### src/rtl/alu_result_stage.sv
// Registered capture stage behind the combinational ALU: holds result/product with Z/N/C/V flags
// and scans the held value onto a 4-digit active-low hex seven-segment display.
module alu_result_stage #(
    parameter int N       = 4,
    parameter int REFRESH = 50000
) (
    input  logic             clk,
    input  logic             rst,
    input  logic             capture,
    input  logic             clear,
    input  logic             mul_sel,
    input  logic             op_sum,
    input  logic             op_subt,
    input  logic [N-1:0]     a,
    input  logic [N-1:0]     b,
    input  logic [N-1:0]     result,
    input  logic [2*N-1:0]   multi_result,
    input  logic             carry_sum,
    input  logic             carry_subt,
    output logic [15:0]      held_value,
    output logic             valid,
    output logic             flag_z,
    output logic             flag_n,
    output logic             flag_c,
    output logic             flag_v,
    output logic [6:0]       seg,
    output logic [3:0]       an
);

    localparam int CW = (REFRESH > 1) ? $clog2(REFRESH) : 1;

    logic [15:0]   held_q, held_d;
    logic          valid_q, valid_d;
    logic          z_q, n_q, c_q, v_q;
    logic          z_d, n_d, c_d, v_d;
    logic [CW-1:0] cnt_q;
    logic [1:0]    idx_q;
    logic [6:0]    seg_q, seg_d;
    logic [3:0]    an_q, an_d;

    logic [15:0]   src;
    logic          src_z, src_n, src_c, src_v;
    logic          is_add, is_sub;
    logic [3:0]    nib;
    logic          lit;

    function automatic logic [6:0] hex7(input logic [3:0] h);
        logic [6:0] s;
        case (h)
            4'h0: s = 7'h40;  4'h1: s = 7'h79;  4'h2: s = 7'h24;  4'h3: s = 7'h30;
            4'h4: s = 7'h19;  4'h5: s = 7'h12;  4'h6: s = 7'h02;  4'h7: s = 7'h78;
            4'h8: s = 7'h00;  4'h9: s = 7'h10;  4'hA: s = 7'h08;  4'hB: s = 7'h03;
            4'hC: s = 7'h46;  4'hD: s = 7'h21;  4'hE: s = 7'h06;  default: s = 7'h0E;
        endcase
        return s;
    endfunction

    // Flags are taken from the captured source only; op selects matter only for the ALU result path.
    always_comb begin
        src    = '0;
        src_n  = 1'b0;
        src_c  = 1'b0;
        src_v  = 1'b0;
        is_add = op_sum & ~op_subt;
        is_sub = op_subt & ~op_sum;
        if (mul_sel) begin
            src[2*N-1:0] = multi_result;
            src_n        = multi_result[2*N-1];
            src_c        = |multi_result[2*N-1:N];
        end else begin
            src[N-1:0] = result;
            src_n      = result[N-1];
            if (is_add) begin
                src_c = carry_sum;
                src_v = (a[N-1] == b[N-1]) && (result[N-1] != a[N-1]);
            end else if (is_sub) begin
                src_c = carry_subt;
                src_v = (a[N-1] != b[N-1]) && (result[N-1] != a[N-1]);
            end
        end
        src_z = (src == 16'd0);
    end

    always_comb begin
        held_d  = held_q;
        valid_d = valid_q;
        z_d = z_q;  n_d = n_q;  c_d = c_q;  v_d = v_q;
        if (capture) begin
            held_d  = src;
            valid_d = 1'b1;
            z_d = src_z;  n_d = src_n;  c_d = src_c;  v_d = src_v;
        end else if (clear) begin
            valid_d = 1'b0;
            z_d = 1'b0;  n_d = 1'b0;  c_d = 1'b0;  v_d = 1'b0;
        end
    end

    // A digit is lit if it is digit 0 or any nibble at or above it is nonzero.
    always_comb begin
        nib   = held_q[{idx_q, 2'b00} +: 4];
        lit   = (idx_q == 2'd0) || ((held_q >> {idx_q, 2'b00}) != 16'd0);
        an_d  = 4'hF;
        seg_d = 7'h7F;
        if (valid_q && lit) begin
            an_d  = ~(4'b0001 << idx_q);
            seg_d = hex7(nib);
        end
    end

    always_ff @(posedge clk or posedge rst) begin
        if (rst) begin
            held_q  <= '0;
            valid_q <= 1'b0;
            z_q <= 1'b0;  n_q <= 1'b0;  c_q <= 1'b0;  v_q <= 1'b0;
            cnt_q   <= '0;
            idx_q   <= 2'd0;
            seg_q   <= 7'h7F;
            an_q    <= 4'hF;
        end else begin
            held_q  <= held_d;
            valid_q <= valid_d;
            z_q <= z_d;  n_q <= n_d;  c_q <= c_d;  v_q <= v_d;
            seg_q   <= seg_d;
            an_q    <= an_d;
            if (cnt_q == CW'(REFRESH - 1)) begin
                cnt_q <= '0;
                idx_q <= idx_q + 2'd1;
            end else begin
                cnt_q <= cnt_q + CW'(1);
            end
        end
    end

    assign held_value = held_q;
    assign valid      = valid_q;
    assign flag_z     = z_q;
    assign flag_n     = n_q;
    assign flag_c     = c_q;
    assign flag_v     = v_q;
    assign seg        = seg_q;
    assign an         = an_q;

endmodule
### config.mk
export PLATFORM = sky130hd
export DESIGN_NAME = alu_result_stage
export DESIGN_NICKNAME = d
export VERILOG_FILES = /design/src/rtl/alu_result_stage.sv
export SDC_FILE = /design/constraint.sdc
export NUM_CORES = 1
export LEC_CHECK = 0
export ABC_AREA = 1
export BUFFER_PORTS_ARGS = -buffer_cell sky130_fd_sc_hd__buf_2
export CAP_MARGIN = 15
export CELL_PAD_IN_SITES_DETAIL_PLACEMENT = 1
export CELL_PAD_IN_SITES_GLOBAL_PLACEMENT = 2
export CORE_ASPECT_RATIO = 1.1
export CORE_UTILIZATION = 33
export DETAILED_ROUTE_END_ITERATION = 7
export PLACE_DENSITY = 0.94
export SYNTH_ARGS = -nofsm -noshare
export SYNTH_HDL_FRONTEND = slang
export SYNTH_SLANG_ARGS = --single-unit
### constraint.sdc
create_clock -name clk -period 3.4 [get_ports clk]
set_clock_uncertainty 0.05 [all_clocks]
set_input_delay 0.17 -clock clk [delete_from_list [all_inputs] [get_ports clk]]
set_output_delay 0.17 -clock clk [all_outputs]
set_load 0.01 [all_outputs]
==> flow_results.org <==
** Run
- Number of maximum-capacitance constraint violations :: 0

** Clocking
- Clock-pin slew was measured on the worst setup and hold paths at 0.08 ns.
- Clock tree synthesis selected as its root buffer the cell sky130_fd_sc_hd__clkbuf_8.
- Later-pin clock latency in the skew report :: 0.30 ns
- Counting the buffers created by CTS gives 5.
- In this run the deepest clock path goes through 2 buffers.
- Number of setup buffers added after CTS :: 0
- TritonCTS built the clock tree.
- Maximum level of the CTS H-tree :: 2
- Cts hold-fix bufs :: 1
- Resized Gates After CTS :: 0
- For this design, the sink count on the clock tree is 42.

** GRT
- Global-route wire length before repair :: 9840 um
- For this run the aggregate overflow at the end of global routing stands at 0.
- Global-route total usage across every layer :: 0.160
- Entering global routing, the biggest net connects between 40 and 50 pins.
- Number of global-route vias before repair :: 2,193
- Antenna violations before repair :: 0

** Timing
- Static timing analysis puts the maximum clock frequency at 409 MHz.
- Measured against its own limit, the worst slew margin works out to 0.639.
- Actual slew at the worst max-slew pin :: 0.541 ns
- Worst hold margin :: roughly 0.044 ns
- The total count of max-transition violations in the final report was 0.
- Setup repair after global routing left no endpoint under its margin.
- Final setup violation count :: 0
- After routing, the total negative slack on setup checks comes to 0 ns.
- For the finished layout, the period the worst path requires is 2.44 ns.
- Final-report hold violation count :: 0
- In the finished design, the share of the clock period the worst path needs comes to 0.719.

** Floorplanning
- The die covers 7790 um2.
- The initial utilization of the core area, before any placement, comes to 0.346.
- In this run the standard cell core region covers 7090 um2.
- Ports :: 61
- The die is roughly 84 um wide.
- The die is between 90 and 100 um tall.
- The floorplan has 32 rows.

** Cells and area
- Proportion of layout cells with a drive suffix above 1 :: 0.242
- At the end of the flow the core is filled with cells to 0.399.
- In the layout the commonest cells are sky130_fd_sc_hd__nand2_1, sky130_fd_sc_hd__buf_2, sky130_fd_sc_hd__inv_1.
- The number of antenna diodes in the final layout is 0.
- Once layout is complete, the cells apart from fillers number approximately 440.
- Relative to the synthesized area, the layout overhead comes to 15.1%.
- Design Area, Final :: 2830 um2
- Most common cell after layout, fill and taps aside :: sky130_fd_sc_hd__nand2_1
- Filler cells :: 896
- Net count reported at finish :: ~400

** Yosys
- Yosys mapped the design onto 34 distinct sky130hd cell types.
- The post-synthesis compound-gate area fraction is 0.0642.
- Proportion of synthesized area in mux cells :: 0
- Of the total synthesized cell area, the portion taken by full adders, half adders and majority gates is 0.0561.
- Of the total synthesized cell area, the portion taken by XOR and XNOR cells is 0.0285.
- In this run, synthesis produced a sequential element count of 42.
- Average cell area after synthesis :: 8.02 um2
- In this run the cell area of the synthesized design comes to 2450 um2.
- The share of the Yosys chip area taken by registers is 0.434.
- Synth Area in Simple Gates :: 0.310
- After synthesis, the largest family of logic cells by area is simple AND/OR/NAND/NOR gates.
- Synthesis produced 306 cells.
- For this run, the number of Yosys warnings is 0.

** Worst hold path
- Worst min-delay path category :: primary input to flip-flop

** Power
- Summed over all cells, the static leakage comes to 1.47 nW.
- VDD IR max :: 0.119 mV
- In this run the power density over the cells is 383 nW/um2.

** Route
- For this block, the via count after detailed routing is 2,030.
- After the first detailed-routing iteration, the DRC count stood at 73.
- Via density :: ~4.6
- Total Wirelength :: 5550 um
- For this run, design rule violations remaining after detail routing come to 4.
- Antenna Violating Nets Remaining :: 0
- Wirelength per Cell :: approximately 13 um
- Before antenna repair, the detailed router went through 6 iterations.

** Setup path
- In this design, the stage delay of the slowest critical-path cell is 0.54 ns.
- Category of cells accounting for the largest share of critical-path delay :: simple AND/OR/NAND/NOR gates
- The critical path is of the flip-flop to flip-flop type.
- Crit path max-delay cell type :: sky130_fd_sc_hd__dfrtp_1
- Of all nets on the critical path, the largest fanout is 11.
- Setup crit start kind :: flip-flop
- Crit path required time :: about 3.6 ns
- Worst path cell trace :: inv_6, nand2_1, a21oi_1, inv_1, ha_1, inv_1, nor2_1, nand2_1, nor2_4, nor2_4, nand3_1
- Arr. time, crit path :: 2.59 ns
- STA classifies the critical path endpoint as a flip-flop.
- The critical path contains buffers and inverters numbering 3 combined.

** Placement
- DP Cell Count :: 432
- Summing all placed instances gives a cell area of 2730 um2.
- Input/output buffers :: 46
- Summed over all nets, the half-perimeter wirelength after detailed placement is 4400 um.
- Routability-driven placement finished with a final weighted congestion of 0.796.

** Run status
- Failing checks :: DRC
- Status :: complete, but fails checks
==> final cells by class <==
class	instances	area, um2	area share
Clock buffer	8	90.1	0.0319
Tap cell	85	106	0.0376
Sequential cell	42	1060	0.377
Multi-Input combinational cell	217	1160	0.410
Timing Repair Buffer	48	248	0.0877
Inverter	41	159	0.0562
==> per-layer routing <==
| layer | global-route usage | part of all wire |
|---|---|---|
| met5 | 0 | 0 |
| met1 | 0.189 | 0.44 |
| met2 | 0.277 | 0.48 |
| met4 | 0.0718 | 0.023 |
| met3 | 0.0348 | 0.053 |
==> through the flow <==
step	power (mW)	setup WS, ns
after detailed placement	0.759	0.993
final	1.08	0.956
after global routing	1.14	0.748
after floorplan	0.695	1.45
after global placement	0.751	1.03
after CTS	1.10	0.940
==> report_power, final <==
group	leakage [nW]	switching (mW)	internal, mW	total (mW)
Sequential	0.514	0.0151	0.537	0.552
Combinational	0.914	0.125	0.0701	0.195
Clock	0.0455	0.169	0.166	0.335
==> registers in the layout, indices dropped and copies added (netlist names) <==
name	cells
flag_n	1
valid	1
seg	7
flag_c	1
an	4
held_value	8
flag_v	1
flag_z	1
cnt_q	16
idx_q	2
==> synth_stat cells <==
master                     instances  area (um2)
sky130_fd_sc_hd__a21boi_0          1        7.51
sky130_fd_sc_hd__a21oi_1           4        20.0
sky130_fd_sc_hd__a31oi_1           2        12.5
sky130_fd_sc_hd__and2_1            1        6.26
sky130_fd_sc_hd__buf_2             2        10.0
sky130_fd_sc_hd__buf_4             8        60.1
sky130_fd_sc_hd__buf_6             1        11.3
sky130_fd_sc_hd__buf_8             1        15.0
sky130_fd_sc_hd__clkbuf_1          1        3.75
sky130_fd_sc_hd__conb_1            1        3.75
sky130_fd_sc_hd__dfrtp_1          31         776
sky130_fd_sc_hd__dfstp_2          11         289
sky130_fd_sc_hd__ha_1             11         138
sky130_fd_sc_hd__inv_1            39         146
sky130_fd_sc_hd__inv_2             1        3.75
sky130_fd_sc_hd__inv_6             1        8.76
sky130_fd_sc_hd__nand2_1          70         263
sky130_fd_sc_hd__nand2_2          10        62.6
sky130_fd_sc_hd__nand2_4           5        56.3
sky130_fd_sc_hd__nand3_1          20         100
sky130_fd_sc_hd__nand3_2           1        10.0
sky130_fd_sc_hd__nand3_4           1        17.5
sky130_fd_sc_hd__nand3b_1          1        7.51
sky130_fd_sc_hd__nand4_1           7        43.8
sky130_fd_sc_hd__nor2_1           37         139
sky130_fd_sc_hd__nor2_2            1        6.26
sky130_fd_sc_hd__nor2_4            2        22.5
sky130_fd_sc_hd__nor3_1            4        20.0
sky130_fd_sc_hd__nor3b_1           1        7.51
sky130_fd_sc_hd__o211ai_1          1        7.51
sky130_fd_sc_hd__o21ai_0          18        90.1
sky130_fd_sc_hd__o21ai_1           1        5.00
sky130_fd_sc_hd__o31ai_1           2        15.0
sky130_fd_sc_hd__xor2_1            8        70.1
==> kinds of logic after synthesis <==
group | count (synthesis)
adder cells (fa/ha/maj) | 11
flip-flops | 42
AO/OA/AOI/OAI | 29
other | 1
buffers and inverters | 54
AND/OR/NAND/NOR | 161
XOR/XNOR | 8
==> worst paths after layout <==
path                            startpoint  endpoint  slack (ns)  cells past startpoint
worst max register to register    idx_q[0]    seg[0]        0.96                     11
worst min-delay path                 clear     valid        0.04                      2
min in group asynchronous              rst    flag_v        0.49                      4
worst min register to register    cnt_q[0]  cnt_q[0]        0.42                      1
worst max-delay path              idx_q[0]    seg[0]        0.96                     11
max in group asynchronous              rst    seg[3]        2.42                      4
==> worst reg2reg max path: cells and delay by family (launching register included) <==
kind / cells / cell delay (ns)
adders and majority gates: 1 / 0.23
DFF: 1 / 0.54
AOI/OAI and AO/OA: 1 / 0.44
and+or+nand+nor: 6 / 0.66
buffers and inverters: 3 / 0.42
Power figures use the tool's default switching activity.
